$ cat config.mk
export PLATFORM = sky130hd
export DESIGN_NAME = pkt_payload_filter
export DESIGN_NICKNAME = d
export VERILOG_FILES = /design/src/rtl/pkt_payload_filter.sv
export SDC_FILE = /design/constraint.sdc
export NUM_CORES = 1
export LEC_CHECK = 0
export CORE_MARGIN = 5
export CORE_UTILIZATION = 57
export DETAILED_ROUTE_END_ITERATION = 8
export GPL_TIMING_DRIVEN = 0
export HOLD_SLACK_MARGIN = 0.15
export PLACE_DENSITY = 0.92
export SYNTH_ARGS = -nofsm -noshare
export SYNTH_HDL_FRONTEND = slang
export SYNTH_SLANG_ARGS = --single-unit
$ cat constraint.sdc
create_clock -name clk -period 7.7 [get_ports clk]
set_clock_uncertainty 0.1 [all_clocks]
set_input_delay 1.54 -clock clk [delete_from_list [all_inputs] [get_ports clk]]
set_output_delay 1.54 -clock clk [all_outputs]
set_load 0.01 [all_outputs]
$ cat src/rtl/pkt_payload_filter.sv
// Packet payload filter: decodes {parity, flags, addr}, drops failing beats, queues passing ones in a show-ahead FIFO.
// Define PKT_PAYLOAD_FILTER_PARITY_CHK_EN to include the even-parity check and the par_err pulse.
module pkt_payload_filter #(
    parameter int PARITY  = 1,
    parameter int FLAGS   = 12,
    parameter int ADDR    = 20,
    parameter int PAYLOAD = 32,
    parameter int DEPTH   = 4,
    parameter int CNT_W   = 16
) (
    input  logic                      clk,
    input  logic                      rst,
    input  logic                      in_valid,
    output logic                      in_ready,
    input  logic [PARITY+FLAGS+ADDR-1:0] pkt_ctl_data,
    input  logic [PAYLOAD-1:0]        pkt_payload_in,
    input  logic [ADDR-1:0]           cfg_addr,
    input  logic [ADDR-1:0]           cfg_addr_mask,
    output logic                      out_valid,
    input  logic                      out_ready,
    output logic [PAYLOAD-1:0]        pkt_payload_out,
    output logic [FLAGS-1:0]          out_flags,
    output logic [CNT_W-1:0]          pass_cnt,
    output logic [CNT_W-1:0]          drop_cnt,
    output logic                      par_err
);
    localparam int AW = $clog2(DEPTH);
    localparam int EW = PAYLOAD + FLAGS;

    logic [ADDR-1:0]  addr;
    logic [FLAGS-1:0] flags;
    logic             par_ok;
    logic             pass;
    logic             accept;
    logic             push;
    logic             pop;
    logic             full;
    logic             empty;
    logic [AW:0]      wptr;
    logic [AW:0]      rptr;
    logic [EW-1:0]    mem [DEPTH];

    assign addr  = pkt_ctl_data[ADDR-1:0];
    assign flags = pkt_ctl_data[ADDR +: FLAGS];

`ifdef PKT_PAYLOAD_FILTER_PARITY_CHK_EN
    // Only the lowest parity bit is checked; even parity over flags, addr and payload.
    assign par_ok = pkt_ctl_data[ADDR+FLAGS] == ^{flags, addr, pkt_payload_in};

    always_ff @(posedge clk) begin
        if (rst) par_err <= 1'b0;
        else     par_err <= accept && !par_ok;
    end
`else
    assign par_ok  = 1'b1;
    assign par_err = 1'b0;
`endif

    assign pass   = (pkt_ctl_data != '0) && (((addr ^ cfg_addr) & cfg_addr_mask) == '0) && par_ok;
    assign empty  = (wptr == rptr);
    assign full   = (wptr[AW] != rptr[AW]) && (wptr[AW-1:0] == rptr[AW-1:0]);
    assign in_ready  = !full;
    assign out_valid = !empty;
    assign accept = in_valid && in_ready;
    assign push   = accept && pass;
    assign pop    = out_valid && out_ready;

    assign {pkt_payload_out, out_flags} = mem[rptr[AW-1:0]];

    // Storage is cleared on reset so the head reads zero until the first write.
    always_ff @(posedge clk) begin
        if (rst) begin
            for (int i = 0; i < DEPTH; i++) mem[i] <= '0;
        end else if (push) begin
            mem[wptr[AW-1:0]] <= {pkt_payload_in, flags};
        end
    end

    always_ff @(posedge clk) begin
        if (rst) begin
            wptr <= '0;
            rptr <= '0;
        end else begin
            if (push) wptr <= wptr + (AW+1)'(1);
            if (pop)  rptr <= rptr + (AW+1)'(1);
        end
    end

    always_ff @(posedge clk) begin
        if (rst) begin
            pass_cnt <= '0;
            drop_cnt <= '0;
        end else if (accept) begin
            if (pass && pass_cnt != '1)  pass_cnt <= pass_cnt + CNT_W'(1);
            if (!pass && drop_cnt != '1) drop_cnt <= drop_cnt + CNT_W'(1);
        end
    end
endmodule

== Word-level counts from Yosys, hierarchy flattened ==
Memories as Yosys holds them, arrays and structs flattened. A register that Yosys moved wholly into a read port is not among the register bits.
Index checks and enable logic that the tools add are counted.
Word-level totals
  register bits after elaboration: 38
  bits in writable memories: 176
  bits of input ports: 109
  output and inout bits: 79
  logic and storage cells: 41
  memories kept: 1
Memory list
  mem: depth 4, bits a word 44, rd ports 1, clocked after Yosys merged registers in 1, wr ports 4, RTL line 41  | logic [EW-1:0] mem [DEPTH];
Cells by class
  $add $sub $neg: 4
  eq/ne operators: 5
  muxes and demuxes: 10
  bitwise operators: 2
  reduce and logical (&&, ||, !) cells: 15
Operators with widths (number)
  44-bit 2-to-1 mux: 1
  44-bit OR reduction: 1
  33-bit nonzero test: 1
  16-bit by 1-bit adder with 16-bit output, second input constant: 2
  16-bit != test, second input constant: 2
  20-bit bitwise AND: 1
  20-bit logical NOT: 1
  20-bit XOR: 1
  1-bit logical AND: 7
  3-bit by 1-bit adder with 3-bit output, second input constant: 2
  1-bit 2-to-1 mux: 6
  2-bit 2-to-1 mux: 3
  2-bit AND reduction: 2
  3-bit == test: 1
  1-bit logical NOT: 3
  2-bit == test: 1
  1-bit != test: 1

== Logic depth before layout (Yosys ltp) ==
  depth in word-level cells: 10
  gate-level depth with buffers: 9
  mapped depth without buffers: 6

== Least setup slack after synthesis ==
Ideal clock, no wire load.
  kind: input -> register
  start: in pkt_ctl_data[11]
  end: mem mem[3][0] (netlist name), enable pin
  library setup time: 0.385 ns
  data arrival time: 3.715 ns
  data required time: 7.215 ns
  slack: 3.500 ns
  stages on the path: 8
  buffers on the path: 2
  path through: xor2_1 > a22oi_1 > nand4_1 > or4_4 > buf_6 > clkbuf_1 > nor2_1 > a31o_2
RTL lines
  start, declared: RTL line 15  | input logic [PARITY+FLAGS+ADDR-1:0] pkt_ctl_data,
  end, declared: RTL line 41

==> results.toml <==
[power]
powerDensity_nw_per_um2 = 190.2
report.power.total_w = 0.002447
power_leakage_nw = 4.514
ir_worst_vdd_uv = 177.1

[detailed_routing]
drt_iter0_markers = 421
wire_per_inst_um = 21.37
dr.pass1.iters = 4
vias = 6936
drt-total-wl_um = 25370
drc_errors = 0
drt.antenna.violating_nets = 0
vias_per_cell = 5.843

[flow_run]
maxCapViolations = 0

[critical_path]
cp-end-kind = "flip-flop"
cp-start-kind = "input port"
r2r-start = "wptr[1]$_SDFFE_PP0P_"
worstSetupPathType = "in2reg"
critical_path_required_ps = 7700
reg2reg_depth = 6
worstPathMaxFanout = 44
cp_data_arrival_time_ps = 5000
reg2reg_slack_ps = 4320
worstReg2RegEnd = "mem[1][0]$_SDFFCE_PN0P_"

[min_path]
min_path_type = "reg2reg"
hold_start = "pass_cnt[10]$_SDFFE_PP0P_"
min_to = "pass_cnt[10]$_SDFFE_PP0P_"
whs_path_depth = 2

[placement]
dp_hpwl_um = 16920
dp.cells = 1145
port_buffers = 185
gp_congestion = 0.8541
placed_cell_area_um2 = 12190

[clocking]
cts_tree = "yes"
clk_path_buf_depth = 3
cts_root_buf = "clkbuf_16"
insertion_delay_ps = 490
path_clk_slew_ps = 60
ctsResizeCount = 0
cts-buffers-inserted = 22
postCtsSetupBuffers = 0
cts_num_sinks = 216
cts-htree-levels = 1
hold_buffers = 0

[sta]
min_period_ps = 5003
grt_setup_unrepaired = "false"
slew_violations = 0
max_freq_mhz = 199.9
final.period_utilization_pct = 64.98
max_slew_margin_pct = 18.57
setup_violations = 0
tightest_slew_ps = 1221
fin_setup_tns_ps = 0
hold_viol_final = 0

[synthesis]
synth_cells = 735
ys_warn_count = 0
synth_flop_cell = "edfxtp_1"
syn_area_um2 = 10060
synthTopCellsByArea = "edfxtp_1 (53%), and2_1 (11%), mux4_2 (9.9%), dfxtp_1 (8.0%), xor2_1 (1.9%)"
synth_seq_area_share_pct = 60.51
yosys.area.top_type = "edfxtp_1"
avgSynthCellArea_um2 = 13.68
ys_async_sr_fraction_pct = 0
synth_edf_count = 176
syn-num-nets = 848
synth_commonest_cells = "and2_1 (180), edfxtp_1 (176), mux4_2 (44)"
yosysTopAreaCellShare_pct = 52.55
ys_types = 41
synth-seq-cells = 216
synthMostInstantiatedCell = "and2_1"

[floorplan]
die_w_um = 142.8
die_h_um = 142.8
initial_core_util_pct = 58.15
coreArea_um2 = 17300
ioPinCount = 188
dieArea_um2 = 20400
rows = 48

[layout]
layout.cells.non_filler = 1187
multi_input_area_um2 = 3750
seq_area_um2 = 6086
layout-drive-gt1-share_pct = 10.51
design_area_um2 = 12870
final_nets = 1058
area_growth_pct = 27.94
fillCellCount = 1085

[grt]
met3_usage_pct = 5.258
grt.total_usage_pct = 24.81
grt_use_met1_pct = 32.15
antenna_found_initial = 2
grt_max_degree = 45
grt_pass1_wl_um = 39550
grt_pass1_vias = 7328
grt-ovfl-total = 0
top_usage_layer = "met2"
grtUsageMet2_pct = 43.89

[outcome]
status = "complete, no violations"
where the power goes:
part	switching [W]	leakage, nW	internal (W)
clock network	0.000428	0.312	0.000546
registers	0.0000112	2.14	0.00129
logic	0.0000798	2.06	0.0000907
metal layers:
layer	part of all wire (%)	routed length (um)
met5	0.11	27
met1	38	9766
met2	52	13160
met3	7.8	1983
met4	1.7	427
cells in the final DEF (no fill, tap or decap), types with 3 or more instances in the layout:
cell | Yosys | final
edfxtp_1 | 176 | 176
o21ai_0 | 5 | 5
and4_1 | 3 | 3
a22oi_1 | 10 | 10
nor2b_1 | 10 | 10
mux2_2 | 12 | 12
clkbuf_16 | 0 | 23
nand2_1 | 12 | 12
or3_1 | 6 | 6
a21oi_1 | 21 | 21
nand3_1 | 18 | 18
nor2_1 | 23 | 23
clkinv_2 | 0 | 4
and2_1 | 180 | 180
nor4_1 | 10 | 10
inv_1 | 7 | 7
dfxtp_1 | 40 | 40
nand2b_1 | 6 | 6
nand4_1 | 12 | 12
or4_1 | 15 | 15
ha_1 | 4 | 4
buf_1 | 5 | 5
clkdlybuf4s50_1 | 0 | 185
clkinv_1 | 0 | 4
xor2_1 | 22 | 22
clkbuf_1 | 39 | 44
or2_2 | 3 | 3
xnor2_1 | 3 | 3
o31ai_1 | 14 | 14
mux4_2 | 44 | 44
nor3b_1 | 3 | 3
nor3_1 | 10 | 10
and3_1 | 6 | 6
state kept, by name (all words and copies together), names as in the netlist, named ones only:
register and cells:
mem 176, drop_cnt 16, pass_cnt 16, rptr 3, wptr 3
final cells by class:
| cell class | count | share of cell area [%] |
|---|---|---|
| Sequential cell | 216 | 47.30 |
| Multi-Input combinational cell | 465 | 29.14 |
| Timing Repair Buffer | 186 | 14.55 |
| Clock buffer | 28 | 4.619 |
| Tap cell | 225 | 2.188 |
| Buffer | 47 | 1.517 |
| Clock inverter | 12 | 0.4667 |
| Inverter | 7 | 0.2042 |
| Antenna cell | 1 | 0.01945 |
critical path, stage by stage:
cell and delay (ps):
clkdlybuf4s50_1 480, xor2_1 200, a22oi_1 260, nand4_1 160, or4_4 600, buf_6 180
nor4_4 520, or2_2 1040
per-stage QoR:
stage          setup WS [ps]  hold WS (ps)  utilization (%)
2_1_floorplan           3500         380.1                -
3_3_place_gp            2164         378.2            70.48
3_5_place_dp            2136         386.7            70.48
4_1_cts                 2636         395.6            74.26
5_1_grt                 2454         443.1            74.38
6_report                2697         395.2            74.39
cell families after synthesis:
kind of cell               synth area share [%]
AOI/OAI and AO/OA                         3.434
xor gates and xnor gates                  2.177
adders and majority gates                0.4977
buffers and inverters                     2.202
DFF                                       60.51
muxes                                     11.40
other                                   0.03729
and+or+nand+nor                           19.74
worst max path at each step:
stage	start	to	slack, ps	cells after the start
floorplan	pkt_ctl_data[11]	mem[3][0]$_DFFE_PP_	3500	8
global placement	pkt_ctl_data[16]	mem[1][38]$_SDFFCE_PN0P_	2160	8
detailed placement	pkt_ctl_data[16]	mem[2][20]$_SDFFCE_PN0P_	2140	8
CTS	pkt_ctl_data[16]	mem[2][33]$_SDFFCE_PN0P_	2640	8
global route	pkt_ctl_data[16]	mem[1][42]$_SDFFCE_PN0P_	2450	8
finish	pkt_ctl_data[16]	mem[2][33]$_SDFFCE_PN0P_	2700	8
(Power assumes the default switching activity.)
